**config.mk**
```make
export PLATFORM = sky130hd
export DESIGN_NAME = pc_unit
export DESIGN_NICKNAME = d
export VERILOG_FILES = /design/src/rtl/pc_unit_pkg.sv /design/src/rtl/lifo_n.sv /design/src/rtl/pc_unit.sv
export SDC_FILE = /design/constraint.sdc
export NUM_CORES = 1
export LEC_CHECK = 0
export CAP_MARGIN = 20
export CELL_PAD_IN_SITES_DETAIL_PLACEMENT = 0
export CELL_PAD_IN_SITES_GLOBAL_PLACEMENT = 1
export CORE_UTILIZATION = 44
export DETAILED_ROUTE_END_ITERATION = 7
export GPL_TIMING_DRIVEN = 0
export PLACE_DENSITY = 0.76
export SLEW_MARGIN = 20
export SYNTH_ARGS = -nofsm -noshare
export SYNTH_HDL_FRONTEND = slang
export SYNTH_HIERARCHICAL = 1
export SYNTH_SLANG_ARGS = --single-unit
export TNS_END_PERCENT = 10
```
**constraint.sdc**
```tcl
create_clock -name i_clk -period 3.4 [get_ports i_clk]
set_input_delay 0.68 -clock i_clk [delete_from_list [all_inputs] [get_ports i_clk]]
set_output_delay 0.68 -clock i_clk [all_outputs]
set_load 0.03 [all_outputs]
```
**src/rtl/pc_unit_pkg.sv**
```systemverilog
// Shared types and constants for the program-counter unit.
// PC_UNIT_INT_EN (defined elsewhere) enables the interrupt path in pc_unit.
package pc_unit_pkg;

  typedef enum logic [2:0] {
    SRC_HOLD,
    SRC_INC,
    SRC_JMP,
    SRC_CALL,
    SRC_RET,
    SRC_INT
  } pc_src_e;

  // Sliced down to PC_W bits by the instantiating module.
  localparam logic [31:0] DEFAULT_INT_VEC = '1;

endpackage

```
**src/rtl/lifo_n.sv**
```systemverilog
// Return-address stack: W-bit entries, DEPTH deep, with occupancy count.
// Contents are deliberately not reset; only the occupancy is.
module lifo_n #(
  parameter int W     = 10,
  parameter int DEPTH = 8,
  parameter int AW    = $clog2(DEPTH),
  parameter int SP_W  = AW + 1
) (
  input  logic            i_clk,
  input  logic            i_rst_n,
  input  logic            i_push,
  input  logic            i_pop,
  input  logic [W-1:0]    i_din,
  output logic [W-1:0]    o_top,
  output logic [SP_W-1:0] o_sp,
  output logic            o_full,
  output logic            o_empty
);

  logic [W-1:0]    r_mem [DEPTH];
  logic [SP_W-1:0] r_sp;
  logic [AW-1:0]   w_wrIdx;
  logic [AW-1:0]   w_topIdx;
  logic            w_full;
  logic            w_empty;

  assign w_full   = (r_sp == SP_W'(DEPTH));
  assign w_empty  = (r_sp == '0);
  assign w_wrIdx  = r_sp[AW-1:0];
  assign w_topIdx = r_sp[AW-1:0] - AW'(1);

  always_ff @(posedge i_clk) begin
    if (i_push && !w_full) begin
      r_mem[w_wrIdx] <= i_din;
    end
  end

  always_ff @(posedge i_clk or negedge i_rst_n) begin
    if (!i_rst_n) begin
      r_sp <= '0;
    end else if (i_push && !w_full) begin
      r_sp <= r_sp + SP_W'(1);
    end else if (i_pop && !w_empty) begin
      r_sp <= r_sp - SP_W'(1);
    end
  end

  assign o_top   = r_mem[w_topIdx];
  assign o_sp    = r_sp;
  assign o_full  = w_full;
  assign o_empty = w_empty;

endmodule

```
**src/rtl/pc_unit.sv**
```systemverilog
// Program counter with jump/call/return, return stack and sticky error flags.
// Define PC_UNIT_INT_EN to add the level interrupt input and in-ISR tracking.
module pc_unit
  import pc_unit_pkg::*;
#(
  parameter int              PC_W    = 10,
  parameter int              DEPTH   = 8,
  parameter logic [PC_W-1:0] INT_VEC = DEFAULT_INT_VEC[PC_W-1:0],
  parameter int              SP_W    = $clog2(DEPTH) + 1
) (
  input  logic            i_clk,
  input  logic            i_reset,
  input  logic            i_en,
  input  logic            i_jump,
  input  logic            i_call,
  input  logic            i_ret,
  input  logic [PC_W-1:0] i_target,
`ifdef PC_UNIT_INT_EN
  input  logic            i_irq,
`endif
  input  logic            i_clr_err,
  output logic [PC_W-1:0] o_pc,
  output logic [SP_W-1:0] o_sp,
  output logic            o_full,
  output logic            o_empty,
  output logic            o_ovf,
  output logic            o_unf,
  output logic            o_in_isr
);

  logic [PC_W-1:0] r_pc;
  logic            r_ovf;
  logic            r_unf;
  logic [PC_W-1:0] w_pcInc;
  logic [PC_W-1:0] w_pcNext;
  logic [PC_W-1:0] w_top;
  logic [PC_W-1:0] w_pushData;
  logic            w_full;
  logic            w_empty;
  logic            w_push;
  logic            w_pop;
  logic            w_ovfEvent;
  logic            w_unfEvent;
  logic            w_irqAccept;
  logic            w_irqFull;
  pc_src_e         w_src;

  assign w_pcInc = r_pc + PC_W'(1);

`ifdef PC_UNIT_INT_EN
  logic r_inIsr;
  assign w_irqAccept = i_en && i_irq && !r_inIsr && !w_full;
  assign w_irqFull   = i_en && i_irq && !r_inIsr && w_full;

  always_ff @(posedge i_clk or negedge i_reset) begin
    if (!i_reset) begin
      r_inIsr <= 1'b0;
    end else if (w_src == SRC_INT) begin
      r_inIsr <= 1'b1;
    end else if (w_src == SRC_RET) begin
      r_inIsr <= 1'b0;
    end
  end
  assign o_in_isr = r_inIsr;
`else
  assign w_irqAccept = 1'b0;
  assign w_irqFull   = 1'b0;
  assign o_in_isr    = 1'b0;
`endif

  // A refused call or return stalls the PC rather than falling through.
  always_comb begin
    w_src      = SRC_HOLD;
    w_ovfEvent = w_irqFull;
    w_unfEvent = 1'b0;
    if (i_en) begin
      if (w_irqAccept) begin
        w_src = SRC_INT;
      end else if (i_ret) begin
        if (w_empty) w_unfEvent = 1'b1;
        else         w_src      = SRC_RET;
      end else if (i_call) begin
        if (w_full) w_ovfEvent = 1'b1;
        else        w_src      = SRC_CALL;
      end else if (i_jump) begin
        w_src = SRC_JMP;
      end else begin
        w_src = SRC_INC;
      end
    end
  end

  always_comb begin
    w_pcNext = r_pc;
    case (w_src)
      SRC_INC:  w_pcNext = w_pcInc;
      SRC_JMP:  w_pcNext = i_target;
      SRC_CALL: w_pcNext = i_target;
      SRC_RET:  w_pcNext = w_top;
      SRC_INT:  w_pcNext = INT_VEC;
      default:  w_pcNext = r_pc;
    endcase
  end

  // An interrupt saves the un-executed instruction; a call saves the next one.
  assign w_push     = (w_src == SRC_CALL) || (w_src == SRC_INT);
  assign w_pop      = (w_src == SRC_RET);
  assign w_pushData = (w_src == SRC_INT) ? r_pc : w_pcInc;

  lifo_n #(
    .W     (PC_W),
    .DEPTH (DEPTH)
  ) u_stack (
    .i_clk   (i_clk),
    .i_rst_n (i_reset),
    .i_push  (w_push),
    .i_pop   (w_pop),
    .i_din   (w_pushData),
    .o_top   (w_top),
    .o_sp    (o_sp),
    .o_full  (w_full),
    .o_empty (w_empty)
  );

  always_ff @(posedge i_clk or negedge i_reset) begin
    if (!i_reset) begin
      r_pc  <= '0;
      r_ovf <= 1'b0;
      r_unf <= 1'b0;
    end else begin
      r_pc  <= w_pcNext;
      r_ovf <= (r_ovf && !i_clr_err) || w_ovfEvent;
      r_unf <= (r_unf && !i_clr_err) || w_unfEvent;
    end
  end

  assign o_pc    = r_pc;
  assign o_full  = w_full;
  assign o_empty = w_empty;
  assign o_ovf   = r_ovf;
  assign o_unf   = r_unf;

endmodule

```
## Word level (Yosys, flattened, before mapping)

Memory sizes are Yosys's and may differ from the RTL's.
Cells that the tools add are included.

| operators by class | value |
|---|---|
| eq/ne operators | 6 |
| reduce and logical (&&, ||, !) cells | 14 |
| $add $sub $neg | 4 |
| muxes and demuxes | 19 |

Operator list:

| kind | number |
|---|---|
| $pmux 10 s4 | 1 |
| $mux 3 | 4 |
| $add 10x1->10 const B | 1 |
| $mux 10 | 1 |
| $mux 1 | 9 |
| $mux 4 | 2 |
| $eq 3x2->1 const B | 2 |
| $eq 3x3->1 const B | 2 |
| $add 4x1->4 const B | 1 |
| $eq 4x4->1 const B | 1 |
| $logic_and 1x1->1 | 4 |
| $logic_not 4->1 | 1 |
| $mux 2 | 2 |
| $reduce_bool 4->1 | 1 |
| $sub 4x1->4 const B | 1 |
| $eq 3x1->1 const B | 1 |
| $logic_not 1->1 | 3 |
| $logic_or 1x1->1 | 3 |
| $sub 3x1->3 const B | 1 |
| $reduce_bool 2->1 | 1 |
| $reduce_or 2->1 | 1 |

| word-level totals | value |
|---|---|
| flip-flop bits (word level) | 16 |
| word-level logic and storage cells | 48 |
| output and inout port bits | 19 |
| bits of input ports | 17 |
| memories kept | 1 |
| RAM bits | 80 |

Memory list:

| name | depth | width | read ports | clocked after Yosys merged registers in | write ports | line | source |
|---|---|---|---|---|---|---|---|
| u_stack.r_mem | 8 | 10 | 1 | 0 | 1 | lifo_n.sv:20 | `logic [W-1:0] r_mem [DEPTH];` |

## Depth between registers and ports, before layout

Gate-level depths: netlist (run 1).

| depth | value |
|---|---|
| depth after elaboration | 10 |
| mapped depth | 12 |
| gate-level depth less buffers | 10 |

## By module

Netlist (run 1), hierarchy kept.

By module, submodules not included:

| module | area each (um^2) | cells an instance | seq. area each (um^2) | instances |
|---|---|---|---|---|
| lifo_n | 3424.5 | 163 | 2502.4 | 1 |
| pc_unit | 967.2 | 116 | 300.3 | 1 |

## Worst setup path after synthesis (run 1)

No wires, ideal clock.

| timing | value |
|---|---|
| path type | register to register |
| from | register u_stack.r_sp[0] (netlist: u_stack/o_sp[0]) |
| to | memory u_stack.r_mem[0][0], enable pin |
| buffers on the path | 2 |
| path slack | -0.380 ns |
| required time | 3.010 ns |
| library setup time | 0.390 ns |
| arrival time | 3.390 ns |
| stages on the path, launching flop included | 11 |
| period minus slack after synthesis | 3.780 ns |
| path through | dfrtp_1 > buf_6 > buf_6 > inv_1 > ha_1 > nor2b_1 > and2_1 > nor3b_1 > inv_1 > a211o_1 > nor3_1 |

| on the way | value |
|---|---|
| longest elaborated chain between the ends | 10 |
| elaborated cells on any way between the ends | 14 |
| those cells by class | 3 x eq/ne; 7 x mux; 4 x reduce/logical |

Ends and longest elaborated chain:

| what | line | source |
|---|---|---|
| start: declaration | lifo_n.sv:21 | `logic [SP_W-1:0] r_sp;` |
| start signal: assignment | lifo_n.sv:42 | `r_sp <= r_sp + SP_W'(1);` |
| start signal: assignment | lifo_n.sv:44 | `r_sp <= r_sp - SP_W'(1);` |
| $eq 4x4->1 * | lifo_n.sv:27 | `assign w_full = (r_sp == SP_W'(DEPTH));` |
| net o_full | pc_unit.sv:24 | `output logic o_full,` |
| $mux 2 * | pc_unit.sv:83 | `if (w_full) w_ovfEvent = 1'b1;` |
| $mux 3 * | pc_unit.sv:82 | `end else if (i_call) begin` |
| $mux 3 * | pc_unit.sv:79 | `end else if (i_ret) begin` |
| $mux 3 * | pc_unit.sv:76 | `if (i_en) begin` |
| $eq 3x2->1 / $eq 3x3->1 (equally long branches) | pc_unit.sv:106 | `assign w_push = (w_src == SRC_CALL) \|\| (w_src == SRC_INT);` |
| $logic_or 1x1->1 * | pc_unit.sv:106 |  |
| net w_push | pc_unit.sv:40 | `logic w_push;` |
| $logic_and 1x1->1 * | lifo_n.sv:33 | `if (i_push && !w_full) begin` |
| $mux 1 * | lifo_n.sv:33 |  |
| $mux 1 (not written as such) * | lifo_n.sv:34 | `r_mem[w_wrIdx] <= i_din;` |
| end: declaration | lifo_n.sv:20 |  |

Mark *: on every way through the listed nets, which the timed path passes. The rest lies on a longest branch.

## Final worst setup path (run 1)

| timing | value |
|---|---|
| from | register u_stack.r_sp[0] (netlist: u_stack/o_sp[0]) |
| to | memory u_stack.r_mem[0][7], enable pin |

| on the way | value |
|---|---|
| longest elaborated chain between the ends | 10 |
| elaborated cells on any way between the ends | 14 |
| those cells by class | 3 x eq/ne; 7 x mux; 4 x reduce/logical |

Ends and longest elaborated chain:

| what | line |
|---|---|
| $eq 4x4->1 | lifo_n.sv:27 |
| $mux 2 | pc_unit.sv:83 |
| $mux 3 | pc_unit.sv:82 |
| $mux 3 * | pc_unit.sv:79 |
| $mux 3 * | pc_unit.sv:76 |
| $eq 3x2->1 / $eq 3x3->1 (equally long branches) | pc_unit.sv:106 |
| $logic_or 1x1->1 * | pc_unit.sv:106 |
| net w_push | pc_unit.sv:40 |
| $logic_and 1x1->1 * | lifo_n.sv:33 |
| $mux 1 * | lifo_n.sv:33 |
| $mux 1 (not written as such) * | lifo_n.sv:34 |

Marks and branches as above.

==> results.cfg, run 1 <==
[grt]
track_usage_pct = 19.6
grt_pass1_wl_mm = 14.4
grt_max_degree = 20
grt_pass1_vias = 2559
overflow = 0
antenna_found_initial = 0

[finish]
n_fill_cell = 813
mostFrequentLayoutCells = 80 x edfxtp_1, 32 x clkdlybuf4s50_1, 16 x dfrtp_1, 16 x mux4_2, 14 x inv_1
stdcell_area_mm2 = 0.00520
area_delta_synth_final_pct = 18.5
drive_gt1_share_pct = 22.4
layout_commonest_cell = edfxtp_1
finalNonFillerCells = 464
antennaDiodeCount = 0
nets = 348
fin_util_pct = 53.5

[placement]
place_congestion = 0.794
place_area_mm2 = 0.00494
port_buffers = 34
dpl.cell_count = 448
dp_hpwl_mm = 6.44

[timing]
timing.final.crit_share_pct = 97.8
final_max_slew_viol_count = 0
hold_viol = 0
skew_ns = 0.0134
fin_crit_ns = 3.32
rsz0062_at_grt = yes
setup_viol = 0
tns_ns = 0
max_slew.worst_pin.slew_ns = 0.823
fmax_mhz = 301
relSlewSlack_pct = 44.9

[yosys]
synth_ff_type = edfxtp_1
syn_inst = 279
yosysSeqAreaShare_pct = 63.8
synthMuxAreaShare_pct = 13.9
yosys-top-cells-area = edfxtp_1 55%, dfrtp_1 9.1%, mux4_2 8.2%, mux2_2 3.1%, mux4_1 2.4%
synth_top_family_by_area = multiplexers
synth_area_per_cell_um2 = 15.7
yosys_warnings = 6
synth_edf_count = 80
synthAdderAreaFrac_pct = 1.60
synthArstFlopShare_pct = 16.7
syn_nets = 301
yosys.cell_types.count = 58
synth_compound_area_share_pct = 7.92
yosys.area.top_type_share_pct = 54.7
synth_seq_cells = 96
yosys.area_share.simple_pct = 7.58
yosys.area.top_type = edfxtp_1
synthesis.area_mm2 = 0.00439
synth_xor_area_share_pct = 1.77

[setup_path]
crit_type = flip-flop to flip-flop
cp.required_ns = 3.39
end_kind = flip-flop
critPathLaunchType = flip-flop
path_max_fanout = 10
worstPathArrival_ns = 3.32

[drt]
vias_per_cell = 5.55
wl_mm = 9.38
vias = 2577
drtIter0Drc = 139
remaining_drc_errors = 0
dr.pass1.iters = 4
wl_per_cell_um = 20.2
ant_nets = 0

[cts]
htree_levels = 3
cts_root_buffer = clkbuf_8
clock_latency_ns = 0.36
cts_setup_buffers = 0
postCtsHoldBufs = 0
clock_sinks = 96
cts_tree = done
cts_buffers = 9
path_clk_slew_ns = 0.10
clockBufferDepth = 2

[floorplanning]
start_util_pct = 45.1
dieWidth_um = 102
io_pins = 36
core_area_mm2 = 0.00973
die-height_um = 102
rows = 36
die-area_mm2 = 0.0104

[run]
drv_cap = 0

[pwr]
report.power.total_mw = 4.68
p_leak_nw = 1.80
ir_drop_uv = 385
power_density_mw_per_mm2 = 899

[status]
outcome = completed

[hold_path]
hold_class = flip-flop to flip-flop
-- cell usage after synthesis, types with 4 or more instances --
cell and n:
xnor2_1 5, nor3_1 4, nand3_1 5, ha_1 4
a21oi_1 10, inv_1 14, edfxtp_1 80, mux2_2 12
mux4_1 4, nand2_1 10, and2_1 4, mux4_2 16
nand2b_1 4, clkbuf_1 4, dfrtp_1 16, o21ai_0 8
nor2_1 17
-- registers in the layout, indices dropped and copies added (netlist names) --
| register | flops |
|---|---|
| u_stack/r_mem | 80 |
| u_stack/o_sp | 4 |
| o_unf | 1 |
| o_pc | 10 |
| o_ovf | 1 |
-- final timing paths --
path,start,to,slack [ns],cells past startpoint
max in group asynchronous,i_reset,u_stack/o_sp[1]$_DFFE_PN0P_,2.10,1
min in group asynchronous,i_reset,o_ovf$_DFF_PN0_,0.78,1
setup reg to reg,u_stack/o_sp[0]$_DFFE_PN0P_,u_stack/r_mem[0][7]$_DFFE_PP_,0.08,10
hold / removal,o_unf$_DFF_PN0_,o_unf$_DFF_PN0_,0.53,2
hold reg to reg,o_unf$_DFF_PN0_,o_unf$_DFF_PN0_,0.53,2
setup / recovery,u_stack/o_sp[0]$_DFFE_PN0P_,u_stack/r_mem[0][7]$_DFFE_PP_,0.08,10
-- through the flow --
stage | setup slack [ns] | hold WS, ns
final | 0.0757 | 0.531
after global routing | -0.0930 | 0.561
after CTS | -0.0662 | 0.540
after global placement | -0.401 | 0.513
after detailed placement | -0.337 | 0.524
after floorplan | 0.0773 | 0.384
-- kinds of logic (layout without fill, tap and decap cells) --
kind of cell / count (synthesis) / after routing
AND/OR/NAND/NOR: 62 / 62
other: 1 / 1
buffers and inverters: 26 / 78
multiplexers: 33 / 33
XOR/XNOR: 8 / 8
adder cells (fa/ha/maj): 5 / 5
AO/OA/AOI/OAI: 48 / 48
flip-flops: 96 / 96
-- where the power goes --
group	switching, mW	internal [mW]	total, mW
combinational	1.17	0.944	2.11
clock	0.445	0.367	0.813
sequential	0.147	1.60	1.75
-- routing by layer --
layer / global-route usage (%) / up-vias / part of all wire [%]
li1: - / 1195 / -
met1: 25.7 / 1296 / 43
met2: 33.0 / 77 / 50
met3: 2.87 / 9 / 5.2
met4: 8.24 / 0 / 1.4
met5: 0 / - / 0
-- area by class of cell --
class | count | area, um2 | area share (%)
flip-flops and latches | 96 | 2800 | 53.9
multi-input cells | 157 | 1490 | 28.7
repair buffers | 36 | 368 | 7.07
well taps | 133 | 166 | 3.20
clock buffers | 9 | 124 | 2.38
plain buffers | 12 | 101 | 1.95
clock inverters | 7 | 95.1 | 1.83
inverters | 14 | 52.6 | 1.01
-- timing repair --
action	in CTS	in global routing
resized for setup	6	8
endpoints found under the setup margin	62	52
hold endpoints to repair	0	0
-- worst max-delay path, cell delays in order (launching register included) --
cell and delay (ns):
dfrtp_1 0.44, buf_8 0.19, buf_8 0.17, inv_1 0.09, ha_1 0.27, nor2b_1 0.17
and2_1 0.23, nor3b_4 0.33, inv_1 0.10, a211o_2 0.40, nor3_4 0.54
Note: power is estimated with default switching activity, not from simulation.
==> run 2, diff against run 1 <==
Settings changed: CORE_UTILIZATION 44 to 49, PLACE_DENSITY 0.76 to 0.8, SYNTH_HIERARCHICAL 1 to unset.
Clock period 3.4 ns to 3.7 ns, I/O delays scaled along.
==> results.cfg, run 2 <==
[status]
outcome = completed

[floorplanning]
core_area_mm2 = 0.00830
io_pins = 36
die-height_um = 95.1
start_util_pct = 51.2
rows = 33
dieWidth_um = 95.1
die-area_mm2 = 0.00905

[timing]
fin_crit_ns = 3.52
rsz0062_at_grt = no
worst_hold_slack_ns = 0.522
final_max_slew_viol_count = 0
relSlewSlack_pct = 46.9
hold_viol = 0
max_slew.worst_pin.slew_ns = 0.796
setup_viol = 0
timing.final.crit_share_pct = 95.1
skew_ns = 0.0127
fmax_mhz = 284

[setup_path]
r2r_setup_slack_ns = 0.50
end_kind = output port
critPathLaunchType = flip-flop
crit_type = flip-flop to output port
worstRegToRegCells = 11
cp.required_ns = 2.96
path_max_fanout = 10
rr_endpoint = u_stack.o_sp[3]$_DFFE_PN0P_
worstPathArrival_ns = 2.78
r2r_start = u_stack.o_sp[0]$_DFFE_PN0P_

[cts]
postCtsHoldBufs = 0
cts_resized = 0
path_clk_slew_ns = 0.10
cts_root_buffer = clkbuf_8
cts_buffers = 9
clock_latency_ns = 0.36
htree_levels = 3
clockBufferDepth = 2
cts_tree = done
cts_setup_buffers = 0
clock_sinks = 96

[placement]
place_congestion = 0.805
dp_hpwl_mm = 6.39
port_buffers = 33

[yosys]
syn_inst = 265
synth_ff_type = edfxtp_1
yosys-top-cells-area = edfxtp_1 57%, dfrtp_1 9.4%, mux4_2 6.9%, mux4_1 4.3%, mux2i_1 2.1%
yosys.area.top_type = edfxtp_1
synthesis.area_mm2 = 0.00425
synthArstFlopShare_pct = 16.7
yosys_warnings = 0
yosysMostFrequentCell = edfxtp_1
synth_area_per_cell_um2 = 16.0
synth_seq_cells = 96
yosys.area.top_type_share_pct = 56.5
synth_edf_count = 80
synthTopCellsByCount = 80 x edfxtp_1, 16 x dfrtp_1, 15 x nand2_1, 15 x nor2_1, 13 x mux4_2
yosysSeqAreaShare_pct = 65.9
syn_nets = 287
yosys.cell_types.count = 50

[grt]
overflow = 0
antenna_found_initial = 0
grt_max_degree = 17
grt_pass1_vias = 2445
track_usage_pct = 21.9
grt_pass1_wl_mm = 13.6

[finish]
layout_commonest_cell = edfxtp_1
mostFrequentLayoutCells = 80 x edfxtp_1, 33 x clkdlybuf4s50_1, 16 x dfrtp_1
drive_gt1_share_pct = 17.8
multi_input_comb_area_mm2 = 0.00138
fin_util_pct = 59.9
area_delta_synth_final_pct = 16.9
n_fill_cell = 652
seqCellArea_mm2 = 0.00280
largest_reg_flops = 80
nets = 338
antennaDiodeCount = 0
top_register = u_stack.r_mem

[pwr]
ir_drop_uv = 304
p_leak_nw = 1.71
report.power.total_mw = 4.01
power_density_mw_per_mm2 = 806

[hold_path]
hold_depth = 2
hold_end = o_ovf$_DFF_PN0_
hold_class = flip-flop to flip-flop
worstHoldStart = o_ovf$_DFF_PN0_

[drt]
dr.pass1.iters = 4
wl_mm = 9.12
remaining_drc_errors = 0
vias = 2455
ant_nets = 0
vias_per_cell = 5.78
wl_per_cell_um = 21.5
drtIter0Drc = 117

[run]
drv_cap = 0
run 2: changes by cell type in the layout (fill, tap and decap cells not counted), sizes merged, moves of 4 or more:
cell and change:
and2 -4, nand2 +4, inv -8, xor2 +4, a21oi -4, mux2i +8, mux2 -8
run 2: layer usage:
| metal | track usage (%) | part of all wire (%) |
|---|---|---|
| met3 | 5.18 | 4.8 |
| met1 | 29.9 | 46 |
| met2 | 34.1 | 46 |
| met5 | 0 | 0 |
| met4 | 8.59 | 2.7 |
run 2: kinds of logic (layout without fill, tap and decap cells):
kind of cell	Yosys count	count (layout)	synth area share, %
compound gates	37	37	5.92
xor+xnor	11	11	2.27
fa+ha+maj	5	5	1.65
buf+inv	21	76	2.44
flops	96	96	65.9
mux	33	33	14.4
other cells	1	1	0.0882
simple gates	61	61	7.30
run 2: final cells by class:
cell class	count	share of cell area (%)
Inverter	10	0.755
Clock inverter	6	0.932
Buffer	11	1.33
Tap cell	105	2.64
Timing Repair Buffer	40	7.73
Clock buffer	9	2.49
Sequential cell	96	56.4
Multi-Input combinational cell	148	27.7
run 2: worst max-delay path, cell delays in order (launching register included):
cell and delay [ns]:
dfrtp_1 0.44, buf_6 0.17, buf_2 0.22, inv_1 0.13, ha_1 0.27, or3b_1 0.42, inv_2 0.09, clkdlybuf4s50_1 0.67
run 2: worst max-delay path by stage:
stage,startpoint,endpoint,slack (ns),depth (start not counted)
after CTS,u_stack.o_sp[0]$_DFFE_PN0P_,o_empty,0.18,7
after global placement,i_en,u_stack.r_mem[0][5]$_DFFE_PP_,-0.88,4
final,u_stack.o_sp[0]$_DFFE_PN0P_,o_empty,0.18,7
after detailed placement,u_stack.o_sp[0]$_DFFE_PN0P_,u_stack.o_sp[3]$_DFFE_PN0P_,0.54,11
after global routing,u_stack.o_sp[0]$_DFFE_PN0P_,o_empty,0.07,7
after floorplan,u_stack.o_sp[0]$_DFFE_PN0P_,u_stack.r_mem[0][0]$_DFFE_PP_,0.53,7
run 2: metrics by stage:
| step | cells | setup slack, ns | setup TNS [ns] | instance area [um2] |
|---|---|---|---|---|
| 3_3_place_gp | 403 | -0.881 | -17.09 | 4710 |
| 4_1_cts | 425 | 0.181 | 0 | 4970 |
| 5_1_grt | 425 | 0.0700 | 0 | 4970 |
| 6_report | 425 | 0.181 | 0 | 4970 |
| 2_1_floorplan | 265 | 0.531 | 0 | 4250 |
| 3_5_place_dp | 410 | 0.537 | 0 | 4800 |
run 2: where the power goes:
group | switching, mW | internal, mW
sequential | 0.135 | 1.49
combinational | 1.01 | 0.756
clock | 0.371 | 0.244
